==> src/rtl/dispense_sensor_monitor.sv <==
// dispense_sensor_monitor: drives the pill dispenser motor per slot request, confirms drops via a debounced beam sensor, retries and flags missed doses
module dispense_sensor_monitor #(
  parameter int DEBOUNCE_CYC = 500_000,
  parameter int TIMEOUT_CYC  = 100_000_000,
  parameter int GAP_CYC      = 25_000_000,
  parameter int MAX_RETRY    = 2
) (
  input  logic       CLOCK_50,
  input  logic       reset,
  input  logic [2:0] dispense_req,
  input  logic       sensor_n,
  input  logic       ack_n,
  output logic       motor_en,
  output logic       busy,
  output logic       done_pulse,
  output logic [1:0] slot_done,
  output logic       spurious,
  output logic       miss_alarm,
  output logic [2:0] miss_slot,
  output logic [7:0] dose_count
);
  localparam int TW = $clog2(TIMEOUT_CYC > GAP_CYC ? TIMEOUT_CYC : GAP_CYC);
  localparam int DW = $clog2(DEBOUNCE_CYC + 1);
  localparam int RW = $clog2(MAX_RETRY + 2);
  typedef enum logic [2:0] {IDLE, DRIVE, GAP, DONE, MISS} state_t;
  state_t        state_q, state_d;
  logic          sens_s1_q, sens_s2_q, ack_s1_q, ack_s2_q;
  logic          filt_q, filt_d, drop_q, drop_d;
  logic [DW-1:0] deb_q, deb_d;
  logic [2:0]    pending_q, pending_d, pend, sel_oh;
  logic [1:0]    slot_q, slot_d, slot_done_q, slot_done_d;
  logic [RW-1:0] retry_q, retry_d;
  logic [TW-1:0] timer_q, timer_d;
  logic          motor_q, motor_d, busy_q, busy_d, done_q, done_d;
  logic          spur_q, spur_d, alarm_q, alarm_d;
  logic [2:0]    miss_slot_q, miss_slot_d;
  logic [7:0]    dose_q, dose_d;

  // Filtered sensor flips only after the synced level disagrees for DEBOUNCE_CYC cycles; drop is its 1->0 edge
  always_comb begin
    deb_d  = (sens_s2_q != filt_q && deb_q != DW'(DEBOUNCE_CYC - 1)) ? deb_q + DW'(1) : '0;
    filt_d = (sens_s2_q != filt_q && deb_q == DW'(DEBOUNCE_CYC - 1)) ? sens_s2_q : filt_q;
    drop_d = filt_q & ~filt_d;
  end

  // Dispense sequencing, request bookkeeping and the next value of every registered output
  always_comb begin
    pend      = pending_q | dispense_req;
    sel_oh    = 3'b001 << slot_q;
    pending_d = (pending_q & ~((state_q == DONE || state_q == MISS) ? sel_oh : 3'b000)) | dispense_req;
    state_d   = state_q;
    slot_d    = slot_q;
    retry_d   = retry_q;
    timer_d   = timer_q;
    case (state_q)
      IDLE: if (pend != 3'b000) begin
        state_d = DRIVE;
        slot_d  = pend[0] ? 2'd0 : pend[1] ? 2'd1 : 2'd2;
        retry_d = '0;
        timer_d = '0;
      end
      DRIVE: begin
        timer_d = timer_q + TW'(1);
        if (drop_q) state_d = DONE;
        else if (timer_q == TW'(TIMEOUT_CYC - 1)) begin
          state_d = (retry_q == RW'(MAX_RETRY)) ? MISS : GAP;
          timer_d = '0;
        end
      end
      GAP: begin
        timer_d = timer_q + TW'(1);
        if (timer_q == TW'(GAP_CYC - 1)) begin
          state_d = DRIVE;
          retry_d = retry_q + RW'(1);
          timer_d = '0;
        end
      end
      default: state_d = IDLE;
    endcase
    motor_d     = state_d == DRIVE;
    busy_d      = state_d != IDLE;
    done_d      = state_d == DONE;
    slot_done_d = (state_d == DONE) ? slot_d : slot_done_q;
    dose_d      = (state_d == DONE && dose_q != 8'hFF) ? dose_q + 8'd1 : dose_q;
    spur_d      = drop_q && (state_q == IDLE || state_q == GAP);
    alarm_d     = (alarm_q & ack_s2_q) | (state_q == MISS);
    miss_slot_d = (miss_slot_q & {3{ack_s2_q}}) | ((state_q == MISS) ? sel_oh : 3'b000);
  end

  // All state registers; reset parks the sensor path at "beam clear" and the ack path at "not pressed"
  always_ff @(posedge CLOCK_50) begin
    if (!reset) begin
      sens_s1_q   <= 1'b1;
      sens_s2_q   <= 1'b1;
      ack_s1_q    <= 1'b1;
      ack_s2_q    <= 1'b1;
      filt_q      <= 1'b1;
      deb_q       <= '0;
      drop_q      <= 1'b0;
      pending_q   <= '0;
      state_q     <= IDLE;
      slot_q      <= '0;
      retry_q     <= '0;
      timer_q     <= '0;
      motor_q     <= 1'b0;
      busy_q      <= 1'b0;
      done_q      <= 1'b0;
      slot_done_q <= '0;
      spur_q      <= 1'b0;
      alarm_q     <= 1'b0;
      miss_slot_q <= '0;
      dose_q      <= '0;
    end else begin
      sens_s1_q   <= sensor_n;
      sens_s2_q   <= sens_s1_q;
      ack_s1_q    <= ack_n;
      ack_s2_q    <= ack_s1_q;
      filt_q      <= filt_d;
      deb_q       <= deb_d;
      drop_q      <= drop_d;
      pending_q   <= pending_d;
      state_q     <= state_d;
      slot_q      <= slot_d;
      retry_q     <= retry_d;
      timer_q     <= timer_d;
      motor_q     <= motor_d;
      busy_q      <= busy_d;
      done_q      <= done_d;
      slot_done_q <= slot_done_d;
      spur_q      <= spur_d;
      alarm_q     <= alarm_d;
      miss_slot_q <= miss_slot_d;
      dose_q      <= dose_d;
    end
  end

  assign motor_en   = motor_q;
  assign busy       = busy_q;
  assign done_pulse = done_q;
  assign slot_done  = slot_done_q;
  assign spurious   = spur_q;
  assign miss_alarm = alarm_q;
  assign miss_slot  = miss_slot_q;
  assign dose_count = dose_q;
endmodule

==> config.mk <==
export PLATFORM = sky130hd
export DESIGN_NAME = dispense_sensor_monitor
export DESIGN_NICKNAME = d
export VERILOG_FILES = /design/src/rtl/dispense_sensor_monitor.sv
export SDC_FILE = /design/constraint.sdc
export NUM_CORES = 1
export LEC_CHECK = 0
export BUFFER_PORTS_ARGS = -buffer_cell sky130_fd_sc_hd__buf_2
export CAP_MARGIN = 20
export CORE_MARGIN = 3
export CORE_UTILIZATION = 40
export DETAILED_ROUTE_END_ITERATION = 6
export SLEW_MARGIN = 15
export SYNTH_ARGS = -nofsm -noshare
export SYNTH_HDL_FRONTEND = slang
export SYNTH_SLANG_ARGS = --single-unit
==> constraint.sdc <==
create_clock -name CLOCK_50 -period 2 [get_ports CLOCK_50]
set_clock_uncertainty 0.2 [all_clocks]
set_input_delay 0.1 -clock CLOCK_50 [delete_from_list [all_inputs] [get_ports CLOCK_50]]
set_output_delay 0.1 -clock CLOCK_50 [all_outputs]
set_load 0.02 [all_outputs]
======== Word level (Yosys, flattened, before mapping) ========
Cells that the tools add are included.
word-level totals
  register bits after elaboration ......... 80
  bits of input ports ..................... 7
  logic and storage cells ................. 85
operators by class
  $add $sub $neg .......................... 4
  eq/ne operators ......................... 15
  shift-type cells ........................ 1
  mux-type cells .......................... 21
  bitwise logic cells ..................... 10
  reductions and logical operators ........ 14
operator list
  operator               count
  $mux 27                4
  $pmux 27 s3            1
  $add 27x1->27 const B  1
  $eq 27x25->1 const B   1
  $eq 27x27->1 const B   1
  $mux 3                 7
  $add 19x1->19 const B  1
  $eq 19x19->1 const B   1
  $ne 19x19->1 const B   1
  $mux 2                 6
  $eq 3x2->1 const B     3
  $or 3x3->3             3
  $pmux 3 s3             1
  $reduce_bool 3->1      3
  $add 8x1->8 const B    1
  $ne 8x8->1 const B     1
  $and 3x3->3            2
  $eq 3x1->1 const B     2
  $logic_and 1x1->1      4
  $ne 2x2->1 const B     2
  $pmux 2 s2             1
  $reduce_and 2->1       2
  $eq 3x3->1 const B     1
  $logic_not 3->1        1
  other kinds (12)       14

======== Depth between registers and ports, before layout ========
Gate-level depths: netlist of the first run.
  depth in word-level cells ............... 7
  depth in mapped cells ................... 8

======== Least setup slack after synthesis of the first run ========
Ideal clock, no wire load.
  path type ............................... flip-flop to flip-flop
  from .................................... reg timer_q[0]
  to ...................................... reg timer_q[14]
  setup time .............................. 115 ps
  arrival time ............................ 1790 ps
  data required time ...................... 1685 ps
  slack ................................... -105 ps
  stages on the path, launching flop included .. 8
  period minus slack after synthesis ...... 2105 ps
  cells stage by stage .................... dfxtp_1 ha_1 nand3_1 and3b_1 a41oi_4 o31ai_4 buf_6 nor2_1
between the ends
  cells in the longest elaborated chain, start to end .. 4
  elaborated cells between the ends (all ways) .. 7
  classes of those cells .................. 1 x add/sub; 2 x eq/ne; 4 x mux
ends and longest elaborated chain
  element                                               line        RTL
  start: declaration                                    33          logic [TW-1:0] timer_q, timer_d;
  start signal: assignment                              125         timer_q <= timer_d;
  $add 27x1->27 / $eq 27x27->1 (equally long branches)  63, 71, 65
  $mux 27                                               65          else if (timer_q == TW'(TIMEOUT_CYC - 1)) begin
  $mux 27                                               64          if (drop_q) state_d = DONE;
  $pmux 27 s3 (*)                                       55          case (state_q)
Every way passes the cells marked *; elsewhere a longest branch is shown, timed or not.
A chain may end at the register's enable or synchronous reset.

======== Final worst setup path of the first run ========
  from .................................... reg timer_q[9]
  to ...................................... reg done_q (netlist: done_pulse)
between the ends
  cells in the longest elaborated chain, start to end .. 5
  elaborated cells between the ends (all ways) .. 7
  classes of those cells .................. 3 x eq/ne; 4 x mux
ends and longest elaborated chain
  element                 line  RTL
  $eq 27x27->1            65
  $mux 3                  65
  $mux 3                  64
  $pmux 3 s3 (*)          55
  $eq 3x2->1 (*)          82    done_d = state_d == DONE;
  end signal: assignment  128   done_q <= done_d;
  end: declaration        34    logic motor_q, motor_d, busy_q, busy_d, done_q, done_d;
Marks and branches as above.

==> impl_metrics.ini, run 1 <==
[status]
status = completed

[final_layout]
drive_gt1_share_pct = 25.24
n_antenna_cell = 0
utilization_pct = 53.38
final_net_count = 521
fin_area_sq_mm = 0.004746
area.growth.synth_to_final_pct = 27.15
layout_commonest_cell = dfxtp_1
final_cell_mix = dfxtp_1 (74), nor2_1 (69), buf_4 (47), nand2_1 (39), xnor2_1 (32)
fill_cells = 806

[drt]
drtIter0Drc = 86
drc_errors = 0
vias = 3200
vias_per_cell = 5.136
final_antenna_net_count = 0
wirelength_microns = 8239
drt_first_pass_iters = 4
wl_per_cell_microns = 13.22

[cts]
cts-root-buf = clkbuf_8
cts.sinks = 80
clk_pin_slew_worst_paths_ps = 100
clk_latency_ps = 350
postCtsSetupRepairBufs = 0
cts_tree = yes
clockBufferDepth = 2
cts_buffers = 9
htree_levels = 3

[floorplanning]
initial_core_util_pct = 41.98
core_sq_mm = 0.008891
num_rows = 34
dieHeight_microns = 102.6
die_area_sq_mm = 0.01053
die_w_microns = 102.6
io_pins = 25

[sta]
fmax_mhz = 505.4
maxSlewHeadroom_pct = 72.66
min_period_ps = 1979
setup_viol = 0
drv_slew = 0
rsz0062_at_grt = true
hold_viol = 0
worst_pin_slew_ps = 406.3
fin_crit_sh_pct = 98.93

[critical_path]
r2r-end = done_pulse
critPathArrivalTime_ps = 2020
critPathLaunch = timer_q[9]
critPathLaunchType = register
path_max_fanout = 3
rr_startpoint = timer_q[9]
worst_ep_required_time_ps = 2040
ff2ff_setup_slack_ps = 20
rr_worst_depth = 6
path_class = register to register
cp-endpoint = done_pulse
end_kind = register

[synthesis]
synthCells = 434
yosysSeqAreaShare_pct = 42.91
yosysUniqueCellTypes = 54
syn_nets = 445
synth_area_per_cell_sq_um = 8.600
synth_area_sq_mm = 0.003732
yosys_register_bits = 80
yosysWarningCount = 0

[placed_design]
placed_area_sq_mm = 0.004339
dpl.hpwl_microns = 5774
place.gp.congestion = 0.7853
port_buffers = 24

[power_and_ir_drop]
cellLeakagePower_nw = 1.618
power_density_mw_per_mm2 = 611.5
irDropWorstVdd_v = 0.0003905

[global_route]
overflow = 0
grt_pass1_vias = 3134
antenna_found_initial = 0
grt_pass1_wl_microns = 14230
grt_use_total_pct = 16.88
grt_max_degree = 31

[min_path]
min_path_type = primary input to register

[job]
cap_violations = 0
==> how the worst min path moves through the flow <==
| stage | start | to | slack [ps] | depth (start not counted) |
|---|---|---|---|---|
| 2_1_floorplan | reset | ack_s2_q | -30 | 1 |
| 3_3_place_gp | ack_n | ack_s1_q | 80 | 2 |
| 3_5_place_dp | ack_n | ack_s1_q | 90 | 2 |
| 4_1_cts | dispense_req[0] | slot_q[0] | 40 | 4 |
| 5_1_grt | dispense_req[0] | slot_q[1] | 110 | 4 |
| 6_report | dispense_req[0] | slot_q[0] | 90 | 4 |
==> Yosys cell counts (all sizes together) <==
master | count | area [sq um]
dfxtp | 80 | 1602
nor2 | 69 | 259.0
nand2 | 39 | 146.4
xnor2 | 32 | 280.3
nor3 | 23 | 115.1
a21oi | 19 | 98.85
nand3 | 18 | 90.09
nor4 | 13 | 96.34
inv | 12 | 45.04
clkbuf | 10 | 40.04
o21ai | 10 | 61.31
nand4 | 9 | 56.30
buf | 8 | 51.29
xor2 | 8 | 70.07
and4 | 7 | 61.31
nand2b | 6 | 37.54
and3 | 5 | 31.28
o22ai | 5 | 31.28
or3 | 5 | 36.28
or4 | 5 | 37.54
and2 | 4 | 25.02
ha | 4 | 50.05
nor2b | 4 | 25.02
nor4b | 4 | 47.55
a22oi | 3 | 22.52
mux2i | 3 | 30.03
nand3b | 3 | 22.52
nor3b | 3 | 27.52
o211ai | 3 | 22.52
o31a | 3 | 26.28
a31oi | 2 | 12.51
nand4bb | 2 | 22.52
o21a | 2 | 15.01
o31ai | 2 | 33.78
a211oi | 1 | 7.510
a311oi | 1 | 8.760
a41oi | 1 | 27.53
and3b | 1 | 8.760
and4bb | 1 | 12.51
nor4bb | 1 | 10.01
o22a | 1 | 8.760
or3b | 1 | 8.760
or4b | 1 | 10.01
==> power by group <==
part	switching (mW)	internal (mW)	leakage (nW)	total, mW
Clock	0.640	0.471	0.0854	1.11
Sequential	0.0143	1.61	0.651	1.62
Combinational	0.0868	0.0802	0.881	0.167
==> cell families (layout without fill, tap and decap cells) <==
| family | count (synthesis) | in the layout | share of synthesized area [%] |
|---|---|---|---|
| xor gates and xnor gates | 40 | 40 | 9.387 |
| and+or+nand+nor | 224 | 224 | 31.81 |
| DFF | 80 | 80 | 42.91 |
| AOI/OAI and AO/OA | 53 | 53 | 10.09 |
| muxes | 3 | 3 | 0.8046 |
| buffers and inverters | 30 | 111 | 3.654 |
| adders and majority gates | 4 | 4 | 1.341 |
==> sequential cells by signal (all words and copies together), names as in the netlist, 2 cells and up <==
signal and flops:
timer_q 27, slot_q 2, dose_count 8, retry_q 2, miss_slot 3, deb_q 19
pending_q 3, state_q 3, slot_done 2
==> final cells by class <==
type / instances / area [sq um] / share of cell area [%]
Timing Repair Buffer: 83 / 633.1 / 13.34
Clock inverter: 6 / 52.55 / 1.107
Inverter: 12 / 45.04 / 0.9491
Sequential cell: 80 / 1612 / 33.96
Clock buffer: 10 / 127.6 / 2.689
Multi-Input combinational cell: 324 / 2141 / 45.11
Tap cell: 108 / 135.1 / 2.847
==> worst max-delay path, stage by stage, from the launching register on <==
cell,delay (ps)
dfxtp_2,340
nor4b_4,360
and3b_2,290
a21oi_2,100
buf_4,170
o31a_1,300
o31a_1,110
==> metrics by stage <==
step	power [mW]	setup TNS, ps	cells	hold slack (ps)	worst slack (ps)
3_5_place_dp	1.806	-1501	599	92.03	-79.89
3_3_place_gp	1.803	-139.2	599	79.50	-35.52
6_report	2.902	0	623	88.08	21.44
5_1_grt	3.027	-628.9	623	109.2	-56.60
4_1_cts	2.936	0	623	42.13	2.840
2_1_floorplan	1.742	0	434	-26.96	20.80
==> per-layer routing <==
metal  routed length [microns]  track usage (%)  part of all wire (%)  vias up
met2                      3834            27.46                    47       30
li1                          -                -                     -     1671
met1                      4116            22.16                    50     1493
met3                       186            3.721                   2.3        6
met5                         0                0                     0        -
met4                       102            5.752                   1.2        0
==> repair_timing <==
item,CTS,global route
setup endpoints to repair,28,54
resized for setup,1,30
pin swaps,4,2
hold endpoints to repair,10,0
cloned,0,0
hold buffers,8,0
No activity file was read; power rests on OpenSTA's default activity.
==> run 2, diff against run 1 <==
--- a/config.mk
+++ b/config.mk
@@ -7,8 +7,10 @@
 export LEC_CHECK = 0
 export BUFFER_PORTS_ARGS = -buffer_cell sky130_fd_sc_hd__buf_2
 export CAP_MARGIN = 20
+export CORE_ASPECT_RATIO = 1.1
 export CORE_MARGIN = 3
 export CORE_UTILIZATION = 40
+export CTS_CLUSTER_DIAMETER = 30
 export DETAILED_ROUTE_END_ITERATION = 6
 export SLEW_MARGIN = 15
 export SYNTH_ARGS = -nofsm -noshare
==> run 2 against run 1 <==
  * The flow now finishes with violations (setup timing)
  * Power increased by 4.3%
  * Final cell count increased by 1.4%
  * Largest cell class unchanged
  * Non-clock buffer count increased by 3
  * Highest routed layer unchanged
  * Cell area increased by 1.5%
==> impl_metrics.ini, run 2 (synthesis results as in run 1) <==
[cts]
clockBufferDepth = 2
cts.sinks = 80
htree_levels = 3
clk_latency_ps = 360
cts-root-buf = clkbuf_8
cts_tree = yes
cts_buffers = 9
clk_pin_slew_worst_paths_ps = 80

[power_and_ir_drop]
switching_share_pct = 23.81
pwr-share-comb_pct = 5.6
cellLeakagePower_nw = 1.666
p_clk_share_pct = 40.7
irDropWorstVdd_v = 0.0005875
p_switching_uw = 720.7
internal_power_mw = 2.306
power_density_mw_per_mm2 = 628.2
p_seq_share_pct = 53.7

[min_path]
min_path_type = primary input to register

[critical_path]
cp_slowest_cell = o31a_1
critPathArrivalTime_ps = 2050
crit_family = simple AND/OR/NAND/NOR gates
crit_path_max_incr_delay_ps = 350
critPathLaunchType = register
cp.buffers_inverters = 1
end_kind = register
path_max_fanout = 5
ff2ff_setup_slack_ps = -9
path_class = register to register
crit_chain = nor4b_2, buf_4, and3b_2, a41oi_4, o31a_1, nor4b_4
worst_ep_required_time_ps = 2040

[drt]
drc_errors = 0
drtIter0Drc = 113
final_antenna_net_count = 0
wirelength_microns = 8549
vias = 3295
vias_per_cell = 5.214
wl_per_cell_microns = 13.53
drt_first_pass_iters = 4

[final_layout]
fin_area_sq_mm = 0.004818
largest_reg_flops = 27
fill_cells = 818
final_cell_mix = dfxtp_1 (70), nor2_1 (68), buf_4 (48), nand2_1 (39), xnor2_1 (32)
finalNonFillerCells = 632
final_net_count = 524
drive_gt1_share_pct = 27.41
layout_commonest_cell = dfxtp_1
top_register = timer_q
n_antenna_cell = 0
multi_input_area_sq_mm = 0.002157
area.growth.synth_to_final_pct = 29.10
regArea_sq_mm = 0.001614

[global_route]
antenna_found_initial = 0
grt_pass1_vias = 3202
overflow = 0
grt_use_total_pct = 16.85
grt_max_degree = 31
grt_pass1_wl_microns = 14680

[sta]
min_period_ps = 2009
setup_viol = 4
hold_viol = 0
drv_slew = 0
fin_ws_ps = -8.732
rsz0062_at_grt = true
fin_crit_sh_pct = 100.4
fmax_mhz = 497.8
fin_tns_setup_ps = -14.27
worst_pin_slew_ps = 379.1
maxSlewHeadroom_pct = 74.73

[status]
violations = setup timing
status = complete, but fails checks

[placed_design]
dpl.hpwl_microns = 5961
placed_area_sq_mm = 0.004327
dp_cells = 604
port_buffers = 24
place.gp.congestion = 0.7879

[floorplanning]
dieHeight_microns = 107.3
die_w_microns = 98.10
num_rows = 36
initial_core_util_pct = 41.64
core_sq_mm = 0.008964
die_area_sq_mm = 0.01053
io_pins = 25

[job]
cap_violations = 0
run 2: cell types whose count changed in the layout (fill, tap and decap cells not counted), moves of 2 or more:
| cell | previous run | this run |
|---|---|---|
| o21ai_1 | 1 | 5 |
| o21ai_0 | 8 | 4 |
| a21oi_2 | 2 | 0 |
| nor3_1 | 18 | 16 |
| dfxtp_1 | 74 | 70 |
| dfxtp_2 | 5 | 10 |
| buf_6 | 0 | 3 |
| nor3_2 | 5 | 7 |
run 2: path summary, 6_finish.rpt:
kind,depth (start not counted),to,startpoint
worst min-delay path,4,slot_q[0],dispense_req[0]
worst max register to register,6,motor_en,timer_q[9]
worst min register to register,1,ack_s2_q,ack_s1_q
worst max-delay path,6,motor_en,timer_q[9]
run 2: layer usage:
layer | wire length (microns) | global-route usage (%) | up-vias
li1 | - | - | 1675
met5 | 0 | 0 | -
met2 | 3922 | 27.19 | 54
met1 | 4146 | 21.99 | 1553
met3 | 321 | 3.111 | 13
met4 | 158 | 7.418 | 0
run 2: worst reg2reg max path, stage by stage (launching register included):
cell,delay (ps)
dfxtp_2,330
nor4b_2,270
buf_4,160
and3b_2,250
a41oi_4,190
o31a_1,350
nor4b_4,130
run 2: power groups by stage:
stage / clock network, mW / logic (mW) / registers, mW
floorplan: 0 / 0.0776 / 1.66
global placement: 0 / 0.141 / 1.66
detailed placement: 0 / 0.142 / 1.66
CTS: 1.27 / 0.156 / 1.62
global route: 1.33 / 0.184 / 1.63
finish: 1.23 / 0.168 / 1.63
run 2: cell type report:
cell class | instances | share of cell area, %
Timing Repair Buffer | 86 | 13.58
Clock buffer | 10 | 2.856
Inverter | 12 | 0.9348
Sequential cell | 80 | 33.50
Tap cell | 114 | 2.960
Clock inverter | 6 | 1.402
Multi-Input combinational cell | 324 | 44.77
run 2: what timing repair did:
| action | 4_1_cts | 5_1_grt |
|---|---|---|
| setup buffers | 0 | 4 |
| hold endpoints to repair | 11 | 0 |
| setup endpoints to repair | 22 | 58 |
| gates cloned | 0 | 0 |
| gates resized for setup | 6 | 40 |
| hold buffers | 8 | 0 |
| pin swaps | 2 | 6 |
run 2: through the flow:
step	power, mW	utilization, %	hold WS [ps]	setup slack [ps]
floorplan	1.742	-	-26.96	20.80
global placement	1.801	48.27	86.58	27.48
detailed placement	1.802	48.27	88.24	-9.628
CTS	3.046	51.83	54.32	-8.020
global route	3.143	53.75	121.5	-96.22
finish	3.027	53.75	76.68	-8.732
